$ cat config.mk
export PLATFORM = sky130hd
export DESIGN_NAME = fwd_hazard_ctrl
export DESIGN_NICKNAME = d
export VERILOG_FILES = /design/src/rtl/fwd_hazard_ctrl.sv
export SDC_FILE = /design/constraint.sdc
export NUM_CORES = 1
export LEC_CHECK = 0
export ABC_AREA = 1
export BUFFER_PORTS_ARGS = -buffer_cell sky130_fd_sc_hd__clkbuf_2
export CAP_MARGIN = 20
export CORE_UTILIZATION = 35
export CTS_CLUSTER_SIZE = 24
export DETAILED_ROUTE_END_ITERATION = 16
export HOLD_SLACK_MARGIN = 0.05
export PLACE_DENSITY_LB_ADDON = 0.05
export SYNTH_ARGS = -nofsm -noshare
export SYNTH_HDL_FRONTEND = slang
export SYNTH_SLANG_ARGS = --single-unit
$ cat constraint.sdc
create_clock -name clk -period 2 [get_ports clk]
set_input_delay 0.3 -clock clk [delete_from_list [all_inputs] [get_ports clk]]
set_output_delay 0.3 -clock clk [all_outputs]
set_load 0.005 [all_outputs]
$ cat src/rtl/fwd_hazard_ctrl.sv
// ID-stage operand forwarding (EX > MEM > WB) with load-use / slow-memory stall
// control, a saturating stall-cycle counter and a sticky MEM-wait watchdog.
module fwd_hazard_ctrl #(
    parameter int unsigned XLEN    = 32,
    parameter int unsigned NUM_RS  = 2,
    parameter int unsigned REG_AW  = 5,
    parameter int unsigned CNT_W   = 16,
    parameter int unsigned TIMEOUT = 255
) (
    input  logic                     clk,
    input  logic                     rst_n,
    input  logic [NUM_RS*REG_AW-1:0] rs_addr_id,
    input  logic [NUM_RS-1:0]        rs_used_id,
    input  logic [REG_AW-1:0]        rd_addr_ex,
    input  logic                     reg_write_en_ex,
    input  logic                     is_load_ex,
    input  logic [XLEN-1:0]          cal_result_ex,
    input  logic [REG_AW-1:0]        rd_addr_mem,
    input  logic                     reg_write_en_mem,
    input  logic                     is_load_mem,
    input  logic                     mem_data_valid,
    input  logic [XLEN-1:0]          wb_data_mem,
    input  logic [REG_AW-1:0]        rd_addr_wb,
    input  logic                     reg_write_en_wb,
    input  logic [XLEN-1:0]          wb_data_wb,
    output logic [NUM_RS*XLEN-1:0]   rs_data_id,
    output logic [NUM_RS-1:0]        rs_forward_en,
    output logic                     stall_id,
    output logic                     bubble_ex,
    output logic [1:0]               hz_state,
    output logic [CNT_W-1:0]         stall_cycles,
    output logic                     hazard_timeout
);

    localparam logic [1:0] ST_RUN      = 2'd0;
    localparam logic [1:0] ST_LU_STALL = 2'd1;
    localparam logic [1:0] ST_MEM_WAIT = 2'd2;

    localparam int unsigned WD_W = (TIMEOUT < 2) ? 1 : $clog2(TIMEOUT + 1);
    localparam logic [WD_W-1:0] WD_LIMIT = WD_W'(TIMEOUT);

    logic [NUM_RS-1:0] hz_ex_v;
    logic [NUM_RS-1:0] hz_mem_v;
    logic              hazard;
    logic              hz_from_ex;
    logic              hz_from_mem;

    logic [1:0]        state_q, state_d;
    logic [CNT_W-1:0]  stall_q, stall_d;
    logic [WD_W-1:0]   wd_q, wd_d;
    logic              flag_q, flag_d;

    for (genvar g = 0; g < NUM_RS; g++) begin : g_port
        logic [REG_AW-1:0] addr;
        logic              m_ex;
        logic              m_mem;
        logic              m_wb;
        logic              hz;

        assign addr  = rs_addr_id[g*REG_AW +: REG_AW];
        assign m_ex  = rs_used_id[g] && (addr != '0) && reg_write_en_ex  && (rd_addr_ex  == addr);
        assign m_mem = rs_used_id[g] && (addr != '0) && reg_write_en_mem && (rd_addr_mem == addr);
        assign m_wb  = rs_used_id[g] && (addr != '0) && reg_write_en_wb  && (rd_addr_wb  == addr);

        assign hz_ex_v[g]  = m_ex && is_load_ex;
        assign hz_mem_v[g] = !m_ex && m_mem && is_load_mem && !mem_data_valid;
        assign hz          = hz_ex_v[g] || hz_mem_v[g];

        // A hazarding port forwards nothing; an older source must not leak through.
        assign rs_forward_en[g] = !hz && (m_ex || m_mem || m_wb);
        assign rs_data_id[g*XLEN +: XLEN] = hz    ? '0            :
                                            m_ex  ? cal_result_ex :
                                            m_mem ? wb_data_mem   :
                                            m_wb  ? wb_data_wb    : '0;
    end

    assign hz_from_ex  = |hz_ex_v;
    assign hz_from_mem = |hz_mem_v;
    assign hazard      = hz_from_ex || hz_from_mem;
    assign stall_id    = hazard;
    assign bubble_ex   = hazard;

    always_comb begin
        state_d = state_q;
        case (state_q)
            ST_RUN: begin
                if (hz_from_ex)       state_d = ST_LU_STALL;
                else if (hz_from_mem) state_d = ST_MEM_WAIT;
            end
            ST_LU_STALL: begin
                if (!hazard)          state_d = ST_RUN;
                else if (hz_from_ex)  state_d = ST_LU_STALL;
                else                  state_d = ST_MEM_WAIT;
            end
            ST_MEM_WAIT: begin
                if (!hazard)          state_d = ST_RUN;
                else if (hz_from_ex)  state_d = ST_LU_STALL;
            end
            default: state_d = ST_RUN;
        endcase
    end

    always_comb begin
        stall_d = stall_q;
        if (hazard && (stall_q != '1)) begin
            stall_d = stall_q + 1'b1;
        end

        // Watchdog holds at the limit so it can never wrap back below it.
        wd_d = '0;
        if ((state_q == ST_MEM_WAIT) && hazard) begin
            wd_d = (wd_q == WD_LIMIT) ? wd_q : wd_q + 1'b1;
        end

        flag_d = flag_q || (wd_q == WD_LIMIT);
    end

    always_ff @(posedge clk) begin
        if (!rst_n) begin
            state_q <= ST_RUN;
            stall_q <= '0;
            wd_q    <= '0;
            flag_q  <= 1'b0;
        end else begin
            state_q <= state_d;
            stall_q <= stall_d;
            wd_q    <= wd_d;
            flag_q  <= flag_d;
        end
    end

    assign hz_state       = state_q;
    assign stall_cycles   = stall_q;
    assign hazard_timeout = flag_q;

endmodule
# After elaboration in Yosys (flattened, before gate mapping)
# Index checks and enable logic that the tools add are counted.
[totals]
output_inout_bits = 87
register_bits = 27
wordCells = 79
[op_classes]
n_eq_ne = 12
reduce_logical = 46
addsub = 2
n_mux = 15
[ops]
columns = ["operator", "n"]
rows = [
  ["$mux W32", 8],
  ["$eq A5 B5 Y1", 6],
  ["$logic_and A1 B1 Y1", 26],
  ["$add A16 B1 Y16 const B", 1],
  ["$ne A16 B16 Y1 const B", 1],
  ["$mux W2", 6],
  ["$reduce_bool A5 Y1", 2],
  ["$add A8 B1 Y8 const B", 1],
  ["$eq A8 B8 Y1 const B", 1],
  ["$logic_or A1 B1 Y1", 8],
  ["$ne A3 B3 Y1 const B", 2],
  ["$pmux W2 S3", 1],
  ["$logic_not A1 Y1", 5],
  ["$reduce_and A2 Y1", 2],
  ["$reduce_or A2 Y1", 2],
  ["$eq A2 B1 Y1 const B", 1],
  ["$eq A2 B2 Y1 const B", 1],
  ["$logic_not A2 Y1", 1],
]

# Depth between registers and ports, before layout
[depth]
word_depth = 12
mapped_depth = 13
depth_no_buf = 12

# Worst setup path before layout
# Ideal clock, no wire load.
[synth_timing]
kind = "reg2reg"
start = "register stall_q[0] (netlist: stall_cycles[0])"
end = "register stall_q[10] (netlist: stall_cycles[10])"
stages_incl_launch_ff = 10
period_less_slack_ps = 1721
arrival_ps = 1589
slack_ps = 279
cell_sequence = "dfxtp_1 > ha_1 > nand2_1 > nor2_2 > nand3_1 > inv_1 > nand4_2 > clkbuf_1 > nand3_1 > a21oi_1"
[synth_via]
elab_chain_len = 2
word_cells_on_any_way = 3
classes_between = "add/sub: 1; eq/ne: 1; reduce/logical: 1"
[synth_rtl]
columns = ["element", "line_no", "source"]
rows = [
  ["start: declaration", "49", "logic [CNT_W-1:0] stall_q, stall_d;"],
  ["start signal: assignment", "126", "stall_q <= stall_d;"],
  ["parallel branches: the longest is 2 deep, another holds $add A16 B1 Y16", "-", ""],
]
# Several ways; the timed one is not identified.
# A chain may end at the register's enable or synchronous reset.

# Worst setup path in the final report
[layout_timing]
start = "input port rs_addr_id[9]"
end = "output port rs_data_id[50]"
[layout_via]
elab_chain_len = 10
word_cells_on_any_way = 21
classes_between = "eq/ne: 3; mux: 4; reduce/logical: 14"
[layout_rtl]
columns = ["element", "line_no", "source"]
rows = [
  ["start: declaration", "12", "input logic [NUM_RS*REG_AW-1:0] rs_addr_id,"],
  ["$reduce_bool A5 Y1", "61, 62, 63", ""],
  ["$logic_and A1 B1 Y1", "61, 62, 63", ""],
  ["$logic_and A1 B1 Y1 (2 in series)", "61", "assign m_ex = rs_used_id[g] && (addr != '0) && reg_write_en_ex && (rd_addr_ex == addr);"],
  ["$logic_not A1 Y1", "66", "assign hz_mem_v[g] = !m_ex && m_mem && is_load_mem && !mem_data_valid;"],
  ["$logic_and A1 B1 Y1 (3 in series)", "66", ""],
  ["$logic_or A1 B1 Y1", "67", "assign hz = hz_ex_v[g] || hz_mem_v[g];"],
  ["$mux W32 (*)", "71", "assign rs_data_id[g*XLEN +: XLEN] = hz ? '0 :"],
  ["end: declaration", "26", "output logic [NUM_RS*XLEN-1:0] rs_data_id,"],
]
# Mark *: on every way between the ends. The rest lies on a longest branch, timed or not.

==> reports/qor.txt <==
synth cell count leaders: nand2_1 (105), a21oi_1 (87), o22ai_1 (64)
Relative slew margins: 68.26%
via count: 5490
largest net degree at the start of global routing: 32
io pins: 218
setup slack after layout: -128.3 ps
CP arrival: 1830 ps
share of layout cells above drive strength 1: 59.00%
CP max FO: 9
failing checks: setup timing
Final period util: 106.4%
achievable frequency: 469.9 MHz
CTS Buf Count: 3
Seq. cell area: 540.5 um^2
WHS: 322.2 ps
global route overflow: 0
post-route design area: 0.006680 mm^2
Initial Util: 36.35%
Die Y: 100.2 um
initial drt markers: 260
DRT antenna net count: 0
Lkg Pwr: 3.132 nW
Netlist cell types: 39
post-DR wirelength/cell: 17.51 um
Synth top area share: 16.02%
Cell Pwr Density: 232.9 mW/mm^2
Skew-Pair Late Insertion Delay: 270 ps
Fill cells: 773
Post-synth EDFFs: 0
final WL: 17040 um
Nets: 978
Final Critical Period: 2128 ps
CTS tree: yes
Peak VDD IR: 0.0002498 V
clock root buffer master: clkbuf_8
Async S/R FF share, synth: 0%
Via density: 5.642
Critical Path Sink Type: primary output
vias in the first global route: 4929
Die Wd: 100.2 um
area post-placement: 0.004999 mm^2
drt drc: 0
max cap viols: 0
status: finished with violations
Synth area leaders: dfxtp_1 (16%), a21oi_1 (13%), o22ai_1 (12%)
Pwr Total: 0.001556 W
most common cell in the synthesized netlist: nand2_1
area of the multi-input gates: 0.003327 mm^2
critical path class: input pin to primary output
Final Skew: 3.089 ps
Synth area leader: dfxtp_1
first-pass GRT wire length: 23560 um
ys flop type: dfxtp_1
DP Wirelength: 11560 um
P&R area growth vs syn: 97.96%
# clock sinks: 27
Tot GR Track Use: 29.21%
setup violators final: 62
RSZ-0062 raised after global routing: yes
Port-buffer cells: 217
Net Count, Synth: 701
Pins Over Slew Limit: 0
sequential fraction of the synthesis area: 16.02%
clk buf depth: 2
flops & latches, synth: 27
Required @ worst endpoint: 1700 ps
fin util: 71.95%
final hold viol count: 0
Core ar.: 0.009284 mm^2
Antenna Diode Count: 0
Worst-path clk slew: 90 ps
RD Place Congestion: 0.9779
Syn. warnings: 0
Post-Synthesis Cells: 568
drt first pass iters: 5
Mean Syn Cell Area: 5.941 um^2
row cnt: 35
Worst-Margin Slew: 474.4 ps
antenna violations before repair: 0
Mapped Area: 0.003374 mm^2
setup_tns: -2892 ps
CTS HTree Levels: 1
critical path launch point type: input pin
HP Class: input pin to flip-flop
Total Die Area: 0.01004 mm^2
worst max-delay path, stage by stage:
cell and delay (ps):
buf_8 110, xor2_1 160, or3b_4 410, nor2_4 130, buf_12 150, buf_6 120, a21oi_1 70, nor3_2 230
buf_2 150
final cells by class:
| type | count | area share [%] |
|---|---|---|
| flip-flops and latches | 27 | 8.091 |
| inverters | 44 | 3.072 |
| clock buffers | 4 | 0.6743 |
| well taps | 129 | 2.416 |
| multi-input cells | 462 | 49.80 |
| repair buffers | 307 | 35.94 |
power by group:
| part | total [W] | internal [W] | switching [W] | leakage (nW) |
|---|---|---|---|---|
| sequential | 0.000538 | 0.000538 | 0.000000721 | 0.217 |
| combinational | 0.000706 | 0.000336 | 0.000370 | 2.89 |
| clock | 0.000312 | 0.000143 | 0.000169 | 0.0228 |
placed cells by master, fill, tap and decap left out, types with 10 or more instances in the layout:
| cell type | netlist | final |
|---|---|---|
| buf_12 | 0 | 20 |
| nand2_1 | 105 | 66 |
| a21oi_2 | 0 | 10 |
| buf_6 | 2 | 27 |
| o22ai_1 | 64 | 26 |
| nand4_1 | 10 | 10 |
| inv_2 | 12 | 14 |
| buf_8 | 0 | 12 |
| nor2_1 | 39 | 32 |
| nand3_1 | 32 | 29 |
| o22ai_2 | 0 | 25 |
| clkbuf_2 | 0 | 139 |
| dfxtp_1 | 27 | 27 |
| nor3_2 | 8 | 37 |
| inv_1 | 31 | 20 |
| xnor2_1 | 11 | 10 |
| buf_2 | 22 | 57 |
| nand2_2 | 1 | 34 |
| o22ai_4 | 0 | 13 |
| a21oi_1 | 87 | 73 |
| buf_4 | 4 | 44 |
| nor3_1 | 58 | 24 |
sequential cells by signal, indices dropped and copies added, names as in the netlist:
name	cells
stall_cycles	16
hz_state	2
wd_q	8
hazard_timeout	1
cells by family (layout without fill, tap and decap cells):
family | Yosys count | count (layout) | share of synthesized area (%)
fa+ha+maj | 2 | 2 | 0.7414
buf+inv | 79 | 355 | 10.49
xor+xnor | 21 | 21 | 5.450
simple gates | 274 | 274 | 40.23
compound gates | 165 | 165 | 27.07
flops | 27 | 27 | 16.02
final timing paths:
check / start / to / slack [ps] / depth (start not counted)
setup / recovery: rs_addr_id[9] / rs_data_id[50] / -130 / 9
hold / removal: rst_n / hz_state[0]$_SDFFE_PN0P_ / 320 / 3
setup reg to reg: stall_cycles[0]$_SDFFE_PN0P_ / stall_cycles[5]$_SDFFE_PN0P_ / 230 / 9
hold reg to reg: wd_q[1]$_SDFFE_PN0N_ / wd_q[1]$_SDFFE_PN0N_ / 500 / 2
layer usage:
layer  share of wire, %  vias to the layer above  GRT usage, %
li1                   -                     2583             -
met1                 40                     2522         35.83
met2                 49                      315         51.00
met3                7.6                       70         5.014
met4                3.9                        0         10.81
met5                  0                        -             0
timing repair:
item / CTS / global route
buffers inserted: 11 / 13
hold buffers: 0 / 0
endpoints found under the setup margin: 65 / 68
resized for setup: 86 / 272
pin swaps: 19 / 74
cloned: 4 / 7
through the flow:
stage / instances / worst slack, ps
final: 973 / -128.3
after global routing: 973 / -190.4
after CTS: 955 / -129.5
after detailed placement: 936 / -218.0
after global placement: 936 / -208.3
after floorplan: 568 / 278.5
No activity file was read; power rests on OpenSTA's default activity.
